### src/rtl/audio_switch_pkg.sv
// Shared constants for the click-free audio source selector.
package audio_switch_pkg;

  localparam int PCM_W   = 12;  // PCM sample width, signed
  localparam int NUM_SRC = 4;   // selectable sources
  localparam int SEL_W   = 2;   // source index width

  // Ramp sequencer states
  typedef enum logic [1:0] {
    ST_PLAY     = 2'd0,
    ST_FADE_OUT = 2'd1,
    ST_SWITCH   = 2'd2,
    ST_FADE_IN  = 2'd3
  } ramp_state_e;

endpackage

### src/rtl/audio_sample_tick.sv
// Sample-rate divider: cnt runs 0..P-1 and tick_o is high while cnt == P-1.
module audio_sample_tick #(
  parameter int P = 520
) (
  input  logic clk,
  input  logic reset,
  output logic tick_o
);

  localparam int CNT_W = (P > 1) ? $clog2(P) : 1;

  logic [CNT_W-1:0] cnt_q, cnt_d;

  assign tick_o = (cnt_q == CNT_W'(P - 1));

  // Next count: wrap on the terminal value
  always_comb begin
    cnt_d = tick_o ? '0 : cnt_q + 1'b1;
  end

  // Counter register, synchronous reset to 0
  always_ff @(posedge clk) begin
    if (reset) cnt_q <= '0;
    else       cnt_q <= cnt_d;
  end

endmodule

### src/rtl/audio_source_switch.sv
// Click-free audio source selector: fade out, swap source, fade in.
// Optional macro AUDIO_SWITCH_SYNC_EN: pass sel through a 2-flop synchronizer
// (for asynchronous button inputs); otherwise sel must be synchronous to clk.
module audio_source_switch
  import audio_switch_pkg::*;
#(
  parameter int C_clk_freq    = 25000000,
  parameter int C_sample_freq = 48000,
  parameter int C_ramp_shift  = 6
) (
  input  logic                    clk,
  input  logic                    reset,
  input  logic [SEL_W-1:0]        sel,
  input  logic signed [PCM_W-1:0] pcm0,
  input  logic signed [PCM_W-1:0] pcm1,
  input  logic signed [PCM_W-1:0] pcm2,
  input  logic signed [PCM_W-1:0] pcm3,
  output logic signed [PCM_W-1:0] pcm,
  output logic                    sample_tick,
  output logic [SEL_W-1:0]        active_sel,
  output logic                    busy
);

  localparam int P      = C_clk_freq / C_sample_freq;
  localparam int R      = C_ramp_shift;
  localparam int PROD_W = PCM_W + R + 2;
  localparam logic [R:0] GAIN_FULL = {1'b1, {R{1'b0}}};

  logic tick;

  audio_sample_tick #(.P(P)) u_tick (
    .clk    (clk),
    .reset  (reset),
    .tick_o (tick)
  );

  // ---------------------------------------------------------------- sel path
  logic [SEL_W-1:0] sel_use;

`ifdef AUDIO_SWITCH_SYNC_EN
  logic [SEL_W-1:0] sel_s1_q, sel_s2_q;

  // Two-flop synchronizer for an asynchronous selector
  always_ff @(posedge clk) begin
    if (reset) begin
      sel_s1_q <= '0;
      sel_s2_q <= '0;
    end else begin
      sel_s1_q <= sel;
      sel_s2_q <= sel_s1_q;
    end
  end

  assign sel_use = sel_s2_q;
`else
  assign sel_use = sel;
`endif

  // ---------------------------------------------------------------- datapath
  logic signed [PCM_W-1:0]  src [NUM_SRC];
  logic signed [PCM_W-1:0]  src_cur;
  logic signed [PROD_W-1:0] src_ext, g_ext, prod;
  logic signed [PCM_W-1:0]  pcm_d;

  ramp_state_e      state_q, state_d;
  logic [R:0]       g_q, g_d;
  logic [SEL_W-1:0] act_q, act_d;
  logic signed [PCM_W-1:0] pcm_q;
  logic             tick_q;

  assign src[0]  = pcm0;
  assign src[1]  = pcm1;
  assign src[2]  = pcm2;
  assign src[3]  = pcm3;
  assign src_cur = src[act_q];

  // Gained sample: signed source times unsigned gain, arithmetic shift by R.
  // Fits in PCM_W bits because g never exceeds G.
  always_comb begin
    src_ext = PROD_W'(src_cur);
    g_ext   = PROD_W'({1'b0, g_q});
    prod    = src_ext * g_ext;
    pcm_d   = PCM_W'(prod >>> R);
  end

  // ---------------------------------------------------------------- ramp FSM
  // State, gain, routing and output sample registers
  always_ff @(posedge clk) begin
    if (reset) begin
      state_q <= ST_FADE_IN;
      g_q     <= '0;
      act_q   <= '0;
      pcm_q   <= '0;
      tick_q  <= 1'b0;
    end else begin
      state_q <= state_d;
      g_q     <= g_d;
      act_q   <= act_d;
      tick_q  <= tick;
      if (tick) pcm_q <= pcm_d;
    end
  end

  // Next state / gain / routing; everything moves only on tick
  always_comb begin
    state_d = state_q;
    g_d     = g_q;
    act_d   = act_q;
    if (tick) begin
      unique case (state_q)
        ST_PLAY: begin
          g_d = GAIN_FULL;
          if (sel_use != act_q) state_d = ST_FADE_OUT;
        end
        ST_FADE_OUT: begin
          if (sel_use == act_q)  state_d = ST_FADE_IN;   // reverse, no jump
          else if (g_q == '0)    state_d = ST_SWITCH;
          else                   g_d     = g_q - 1'b1;
        end
        ST_SWITCH: begin
          act_d   = sel_use;
          g_d     = '0;
          state_d = ST_FADE_IN;
        end
        ST_FADE_IN: begin
          if (sel_use != act_q) begin
            state_d = ST_FADE_OUT;
          end else if (g_q >= GAIN_FULL - 1'b1) begin
            // Saturate: a reversal straight out of PLAY re-enters here at g=G
            g_d     = GAIN_FULL;
            state_d = ST_PLAY;
          end else begin
            g_d = g_q + 1'b1;
          end
        end
        default: state_d = ST_FADE_IN;
      endcase
    end
  end

  // Outputs
  always_comb begin
    busy        = (state_q != ST_PLAY);
    pcm         = pcm_q;
    sample_tick = tick_q;
    active_sel  = act_q;
  end

endmodule
### config.mk
export PLATFORM = sky130hd
export DESIGN_NAME = audio_source_switch
export DESIGN_NICKNAME = d
export VERILOG_FILES = /design/src/rtl/audio_switch_pkg.sv /design/src/rtl/audio_sample_tick.sv /design/src/rtl/audio_source_switch.sv
export SDC_FILE = /design/constraint.sdc
export NUM_CORES = 1
export LEC_CHECK = 0
export CAP_MARGIN = 20
export CORE_MARGIN = 5
export CORE_UTILIZATION = 55
export CTS_CLUSTER_DIAMETER = 150
export DETAILED_ROUTE_END_ITERATION = 10
export GPL_ROUTABILITY_DRIVEN = 0
export PLACE_DENSITY_LB_ADDON = 0.2
export SLEW_MARGIN = 20
export SYNTH_ARGS = -nofsm -noshare
export SYNTH_HDL_FRONTEND = slang
export SYNTH_SLANG_ARGS = --single-unit
### constraint.sdc
create_clock -name clk -period 6.6 [get_ports clk]
set_input_delay 1.32 -clock clk [delete_from_list [all_inputs] [get_ports clk]]
set_output_delay 1.32 -clock clk [all_outputs]
set_load 0.05 [all_outputs]
## Word-level counts from Yosys, hierarchy flattened

Index checks and enable logic that the tools add are counted.

- Flip-flop bits (word level): 34
- Output and inout port bits: 16

- Add/sub/neg operators: 3
- $mul: 1
- Magnitude comparators: 2
- Eq/ne operators: 12
- Multiplexer cells: 14
- Bitwise gates (word level): 1
- Reductions and logical operators: 7

Operator list:

| kind | number |
|---|---|
| 7-bit 2-to-1 mux | 4 |
| 7-bit case mux with 4 select lines | 1 |
| 12-bit binary-select mux with 2-bit select | 1 |
| 12-bit 2-to-1 mux | 2 |
| 12-bit by 8-bit multiplier with 18-bit output | 1 |
| 10-bit by 1-bit adder with 10-bit output (second input constant) | 1 |
| 10-bit == test (second input constant) | 1 |
| 2-bit 2-to-1 mux | 5 |
| 2-bit != test (second input constant) | 4 |
| 2-bit case mux with 4 select lines | 1 |
| 4-bit AND reduction | 2 |
| 7-bit by 1-bit adder with 7-bit output (second input constant) | 1 |
| 7-bit by 6-bit >= comparator with 1-bit output (second input constant) | 1 |
| 7-bit zero test | 1 |
| 7-bit by 1-bit subtractor with 7-bit output (second input constant) | 1 |
| 3-bit != test (second input constant) | 2 |
| 2-bit == test (second input constant) | 2 |
| 3-bit >= comparator (second input constant) | 1 |
| 2-bit NOT with 3-bit output | 1 |
| 2-bit by 1-bit == test with 1-bit output (second input constant) | 1 |
| 2-bit == test | 1 |
| 2-bit zero test | 1 |
| 2-bit != test | 1 |
| 2-bit AND reduction | 1 |
| 2 further kinds | 2 |

## Longest topological paths before layout

Gate-level depths: netlist (run 1).

- Depth after elaboration: 5
- Depth in mapped cells: 20
- Gate-level depth less buffers: 18

## By module

Synthesis (run 1) repeated with hierarchy kept, for this count alone.

- Cell total of the unflattened synthesis: 553
- Area total of the unflattened synthesis: 4934.7 sq um

By module, submodules not included:

| module | times used | cells an instance | area an instance (sq um) |
|---|---|---|---|
| audio_source_switch | 1 | 505 | 4493.1 |
| audio_sample_tick | 1 | 48 | 441.7 |

## Worst setup path before layout (run 1)

Ideal clock, no wire load.

- Path type: in2reg
- Start: in pcm3[1]
- End: reg pcm_q[7] (netlist: pcm[7])
- Setup time: 117 ps
- Arrival time: 5759 ps
- Slack: 723 ps
- Stages: 15
- Cells stage by stage: mux4_2 -> and2_1 -> fa_1 -> fa_1 -> inv_1 -> fa_1 -> fa_1 -> inv_1 -> ha_1 -> inv_1 -> or3_1 -> or3_4 -> a21boi_2 -> o21ai_0 -> a32o_1

- Word-level cells in the longest chain between the ends: 4

Ends and longest elaborated chain:

| item | RTL line | RTL |
|---|---|---|
| from (decl) | audio_source_switch.sv:17 | `input logic signed [PCM_W-1:0] pcm3,` |
| 12-bit binary-select mux with 2-bit select | audio_source_switch.sv:75 | `assign src_cur = src[act_q];` |
| 12-bit 2-to-1 mux (not written as such) (2 in series) | audio_source_switch.sv:75 |  |
| 12-bit by 8-bit multiplier with 18-bit output | audio_source_switch.sv:82 | `prod = src_ext * g_ext;` |
| to (signal assigned) | audio_source_switch.sv:100 | `if (tick) pcm_q <= pcm_d;` |
| to (decl) | audio_source_switch.sv:68 | `logic signed [PCM_W-1:0] pcm_q;` |

Every way passes these cells. The select of a mux whose other input is x is not followed.
A chain may end at the register's enable or synchronous reset.

## Final worst setup path (run 1)

- Start: in pcm1[11]
- End: reg pcm_q[11] (netlist: pcm[11])

- Word-level cells in the longest chain between the ends: 4

Ends and longest elaborated chain:

| item | RTL line | RTL |
|---|---|---|
| from (decl) | audio_source_switch.sv:15 | `input logic signed [PCM_W-1:0] pcm1,` |
| 12-bit binary-select mux with 2-bit select | audio_source_switch.sv:75 |  |
| 12-bit 2-to-1 mux (not written as such) (2 in series) | audio_source_switch.sv:75 |  |
| 12-bit by 8-bit multiplier with 18-bit output | audio_source_switch.sv:82 |  |

Every way passes these cells. The select of a mux whose other input is x is not followed.

==> results.ini, run 1 <==
[run_status]
status=complete, no violations

[routing]
num_vias=4073
route.detailed.vias_per_inst=5.62
drc_violation_total_after_the_first_tritonroute_iteration=172
drt_pass1_iterations=4
remaining_drc_errors=0
drt-wirelength-per-cell_microns=16.2
antenna_left=0
detail_route.wirelength_microns=11700

[clock_network]
clkSlewWorstSetupHoldPaths_ns=0.07
cts_tree=done
tritoncts_num_sinks=34
cts-root-to-sink-buffers=2
cts_made_buffers=5
post-cts-setup-buffer-count=0
clk_root_buffer_cell=clkbuf_8
clk-insertion-delay-late_ns=0.29
cts_hold_buffers=0
post_cts_resize_count=0
h_tree_depth_reported_by_cts=2

[floorplanning]
fp.dieH_microns=106
floorplan.die.width_microns=106
core_sq_um=9060
floorplan.initialDensity=0.555
num_rows=35
floorplan_die_area_sq_um=11200
ioPinCount=68

[sta]
setup_slack_ns=0.292
max_clock_freq_ghz=0.159
finalWorstPathRequiredPeriod_ns=6.31
final_hold_viol_count=0
slew_violations=0
grt_setup_unrepaired=false
timing.setup.tns_ns=0
setup_violations=0
tightestPinTransition_ns=0.873
finClkSkew_ns=0.00652
timing.max_slew.rel_slack=0.417
post-route-period-util=0.956

[setup_path]
crit_chain=clkdlybuf4s50_1 > mux4_1 > nand2_1 > inv_1 > fa_1 > fa_1 > fa_1 > inv_1 > fa_1 > inv_1 > ha_1 > and4_1 > a41oi_1 > o21ai_0 > a31oi_1 > xnor2_1 > a211oi_1
timing.critical_path.to_type=flop
cp_max_fo=8
cp.required_ns=6.79
cp.buffers_inverters=4
crit_arrival_ns=6.50
timing.setup.critical_path_class=input port to flop
cell_with_the_largest_stage_delay_on_the_worst_path=mux4_1
crit_path_frequent_cell=fa_1
cp_top_family=adder cells
critPathMaxStageDelay_ns=0.64
crit_path_start_kind=input port

[pwr]
internal-power_mw=0.402
power.switching_mw=0.0974
power.share.clock=0.480
p_leak_nw=2.71
netSwitchingFraction=0.195
seq_power_share=0.415
power.share.combinational=0.104
worst_ir_drop_vdd_v=0.000110
pwr_density_cell_nw_per_um2=84.7

[place]
dp_slack_ns=0.0239
place.port_buffers=67
hpwlAfterDp_microns=9550
dp_cells=717

[synth]
ys_seq_elements=34
ys_async_sr_fraction=0
synthesis.nets=712
synthCells=558
yosys.cell_types.count=63
postSynthAreaPerCell_sq_um=9.02
ys_warn_count=0
yosysSeqAreaShare=0.135
syn-cell-area_sq_um=5030
synth_flop_cell=dfxtp_1
synth_enable_flop_cells=0

[grt]
groute.usage.overall=0.222
grt_start_max_net_pins=25
grt_pass1_vias=4362
antenna_found_initial=0
first_pass_grt_wire_length_microns=20400
grt_overflow=0

[layout]
layout.nets=767
areaGrowthSynthToFinish_pct=17.3
antennaDiodeCount=0
fin_util=0.651
num-fill-cells=742
drive_above_1_share=0.0570
final-instance-count-excl-fill=725

[min_path]
min_path_type=flop to flop

[run]
maxCapViolCount=0

==> worst paths after layout <==
check	start	to	slack [ns]	depth (start not counted)
setup / recovery	pcm1[11]	pcm[11]	0.29	17
setup reg to reg	active_sel[0]	pcm[11]	0.78	16
hold reg to reg	u_tick.cnt_q[0]	u_tick.cnt_q[0]	0.46	1
hold / removal	u_tick.cnt_q[0]	u_tick.cnt_q[0]	0.46	1
==> kinds of logic after synthesis <==
family	Yosys count	synth area share
AOI/OAI and AO/OA	71	0.104
muxes	17	0.0644
adders and majority gates	102	0.343
xor gates and xnor gates	26	0.0453
DFF	34	0.135
buffers and inverters	120	0.0957
and+or+nand+nor	188	0.213
==> flip-flops by register name, summed over array words and instances, names as in the netlist <==
signal,cells
g_q,7
pcm,12
active_sel,2
state_q,2
sample_tick,1
u_tick.cnt_q,10
==> cell usage after synthesis (7+ instances only) <==
library cell,instances,area [sq um]
a21oi_1,15,75.1
and2_1,65,407
clkbuf_1,18,67.6
dfxtp_1,34,681
fa_1,60,1200
ha_1,42,526
inv_1,96,360
mux4_2,11,248
nand2_1,39,146
nand2b_1,7,43.8
nand3_1,8,40.0
nor2_1,25,93.8
o21ai_0,13,65.1
xnor2_1,15,131
xor2_1,11,96.3
==> area by class of cell <==
| type | count | area (sq um) | area share |
|---|---|---|---|
| Multi-Input combinational cell | 404 | 3870 | 0.656 |
| Timing Repair Buffer | 72 | 708 | 0.120 |
| Sequential cell | 34 | 681 | 0.115 |
| Inverter | 96 | 360 | 0.0611 |
| Tap cell | 111 | 139 | 0.0235 |
| Clock buffer | 6 | 82.6 | 0.0140 |
| Clock inverter | 2 | 60.1 | 0.0102 |
==> metal layers <==
layer | global-route usage | part of all wire | wire length (microns)
met5 | 0 | 0 | 0
met4 | 0.0666 | 0.017 | 197
met3 | 0.0343 | 0.052 | 605
met2 | 0.402 | 0.51 | 6000
met1 | 0.270 | 0.42 | 4940
==> power by group through the flow <==
stage / Sequential [mW] / Clock (mW) / Combinational (mW)
detailed placement: 0.212 / 0 / 0.0524
global placement: 0.212 / 0 / 0.0515
floorplan: 0.212 / 0 / 0.0163
finish: 0.208 / 0.240 / 0.0520
global route: 0.208 / 0.253 / 0.0561
CTS: 0.208 / 0.243 / 0.0524
==> cell usage in the layout (no fill, tap or decap), types with 11 or more instances in the layout <==
cell             count
a21oi_1             15
and2_1              65
clkdlybuf4s50_1     67
dfxtp_1             34
fa_1                60
ha_1                42
inv_1               96
mux4_2              11
nand2_1             39
nor2_1              25
o21ai_0             13
xnor2_1             15
xor2_1              11
==> stage by stage <==
stage          cell area, sq um  hold WS [ns]  total power, mW
3_5_place_dp               5760         0.442            0.265
5_1_grt                    5900         0.474            0.517
2_1_floorplan              5030         0.413            0.228
6_report                   5900         0.456            0.500
3_3_place_gp               5760         0.429            0.264
4_1_cts                    5900         0.458            0.503
Power figures use the tool's default switching activity.
==> inputs of run 2 (changes only) <==
Settings changed: CORE_ASPECT_RATIO set to 1.1.
==> results.ini, run 2 (synthesized netlist as in run 1, its figures left out) <==
[clock_network]
clk-insertion-delay-late_ns=0.28
cts_tree=done
clkSlewWorstSetupHoldPaths_ns=0.08
h_tree_depth_reported_by_cts=2
post-cts-setup-buffer-count=0
post_cts_resize_count=0
cts_hold_buffers=0
cts_made_buffers=5
tritoncts_num_sinks=34
clk_root_buffer_cell=clkbuf_8
cts-root-to-sink-buffers=2

[routing]
antenna_left=0
drt_pass1_iterations=4
drt-wirelength-per-cell_microns=16.8
remaining_drc_errors=0
detail_route.wirelength_microns=12200
route.detailed.vias_per_inst=5.64
drc_violation_total_after_the_first_tritonroute_iteration=197
num_vias=4098

[layout]
multiInputGateArea_sq_um=3870
layout_common_cells=96 x inv_1, 67 x clkdlybuf4s50_1, 65 x and2_1
largest_register_ffs=12
layout.cells.most_common=inv_1
num-fill-cells=752
drive_above_1_share=0.0539
antennaDiodeCount=0
areaGrowthSynthToFinish_pct=17.0
layout.nets=765
ff_latch_area_sq_um=681

[min_path]
worst_hold_path.endpoint=u_tick.cnt_q[0]
min_delay_path_depth=1
min_path_type=flop to flop
hp-start=u_tick.cnt_q[0]

[grt]
antenna_found_initial=0
grt_overflow=0
global_route.usage.met1=0.284
first_pass_grt_wire_length_microns=21100
gr-usage-met3=0.0371
grt_start_max_net_pins=25
groute.usage.overall=0.235
gr-max-usage-layer=met2
grt_use_met2=0.428
grt_pass1_vias=4518

[floorplanning]
fp.dieH_microns=110
floorplan.die.width_microns=101
num_rows=36
floorplan.initialDensity=0.564
ioPinCount=68
floorplan_die_area_sq_um=11200
core_sq_um=8920

[pwr]
seq_power_share=0.415
p_leak_nw=2.70
pwr_density_cell_nw_per_um2=84.9
internal-power_mw=0.402
power.share.combinational=0.107
worst_ir_drop_vdd_v=0.000123
power.switching_mw=0.0976
netSwitchingFraction=0.195
power.share.clock=0.478

[setup_path]
timing.reg2reg.setup_slack_ns=0.89
cp.required_ns=6.79
timing.critical_path.to_type=flop
crit_arrival_ns=6.55
cp_max_fo=7
reg2reg_from=active_sel[1]
reg_to_reg_critical_path_endpoint=pcm[11]
worst-r2r-cell-count=15
crit_path_start_kind=input port
timing.setup.critical_path_class=input port to flop

[sta]
max_clock_freq_ghz=0.157
final_hold_viol_count=0
setup_slack_ns=0.232
tightestPinTransition_ns=0.882
timing.max_slew.rel_slack=0.411
finClkSkew_ns=0.00747
finalWorstPathRequiredPeriod_ns=6.37
setup_violations=0
slew_violations=0
post-route-period-util=0.965
timing.setup.tns_ns=0
grt_setup_unrepaired=false

[place]
hpwlAfterDp_microns=9640
place.port_buffers=67
dp_slack_ns=-0.0713

[run_status]
status=complete, no violations

[run]
maxCapViolCount=0

-- run 2: worst max path at each step --
stage	from	to	slack (ns)	cells past startpoint
2_1_floorplan	pcm3[1]	pcm[7]	0.72	15
3_3_place_gp	pcm3[4]	pcm[11]	0.02	16
3_5_place_dp	pcm3[4]	pcm[11]	-0.07	16
4_1_cts	pcm3[4]	pcm[11]	0.23	16
5_1_grt	pcm0[3]	pcm[7]	0.02	17
6_report	pcm3[4]	pcm[11]	0.23	16
-- run 2: routing by layer --
layer / vias up / part of all wire
met1: 2012 / 0.40
li1: 1931 / -
met4: 0 / 0.024
met3: 32 / 0.061
met5: - / 0
met2: 123 / 0.51
-- run 2: stage by stage --
step                      std cells  area [sq um]  hold WS [ns]  total power [mW]  utilization
final                           726          5890         0.452             0.500        0.660
after global routing            726          5890         0.460             0.513        0.660
after CTS                       726          5890         0.450             0.503        0.660
after detailed placement        718          5750         0.432             0.266        0.644
after global placement          718          5750         0.424             0.264        0.644
after floorplan                 558          5030         0.413             0.228            -
-- run 2: final cells by class --
cell class | count | share of cell area
tap | 114 | 0.0242
clock inverter | 2 | 0.0102
sequential | 34 | 0.116
timing repair buffer | 70 | 0.118
inverter | 96 | 0.0612
clock buffer | 6 | 0.0140
multi-input combinational | 404 | 0.657
-- run 2: critical path: stages --
cell,delay [ns]
clkdlybuf4s50_1,0.39
mux4_2,0.56
and2_1,0.21
fa_1,0.59
fa_1,0.46
fa_1,0.57
inv_1,0.07
fa_1,0.54
inv_1,0.04
ha_1,0.37
and3_1,0.22
a221oi_1,0.42
o31ai_4,0.18
a31oi_1,0.28
xnor2_1,0.11
a211oi_1,0.22
-- run 2: power by group through the flow --
stage	combinational [mW]	clock, mW	sequential (mW)
floorplan	0.0163	0	0.212
global placement	0.0520	0	0.212
detailed placement	0.0534	0	0.212
CTS	0.0538	0.241	0.208
global route	0.0572	0.248	0.208
finish	0.0533	0.239	0.208
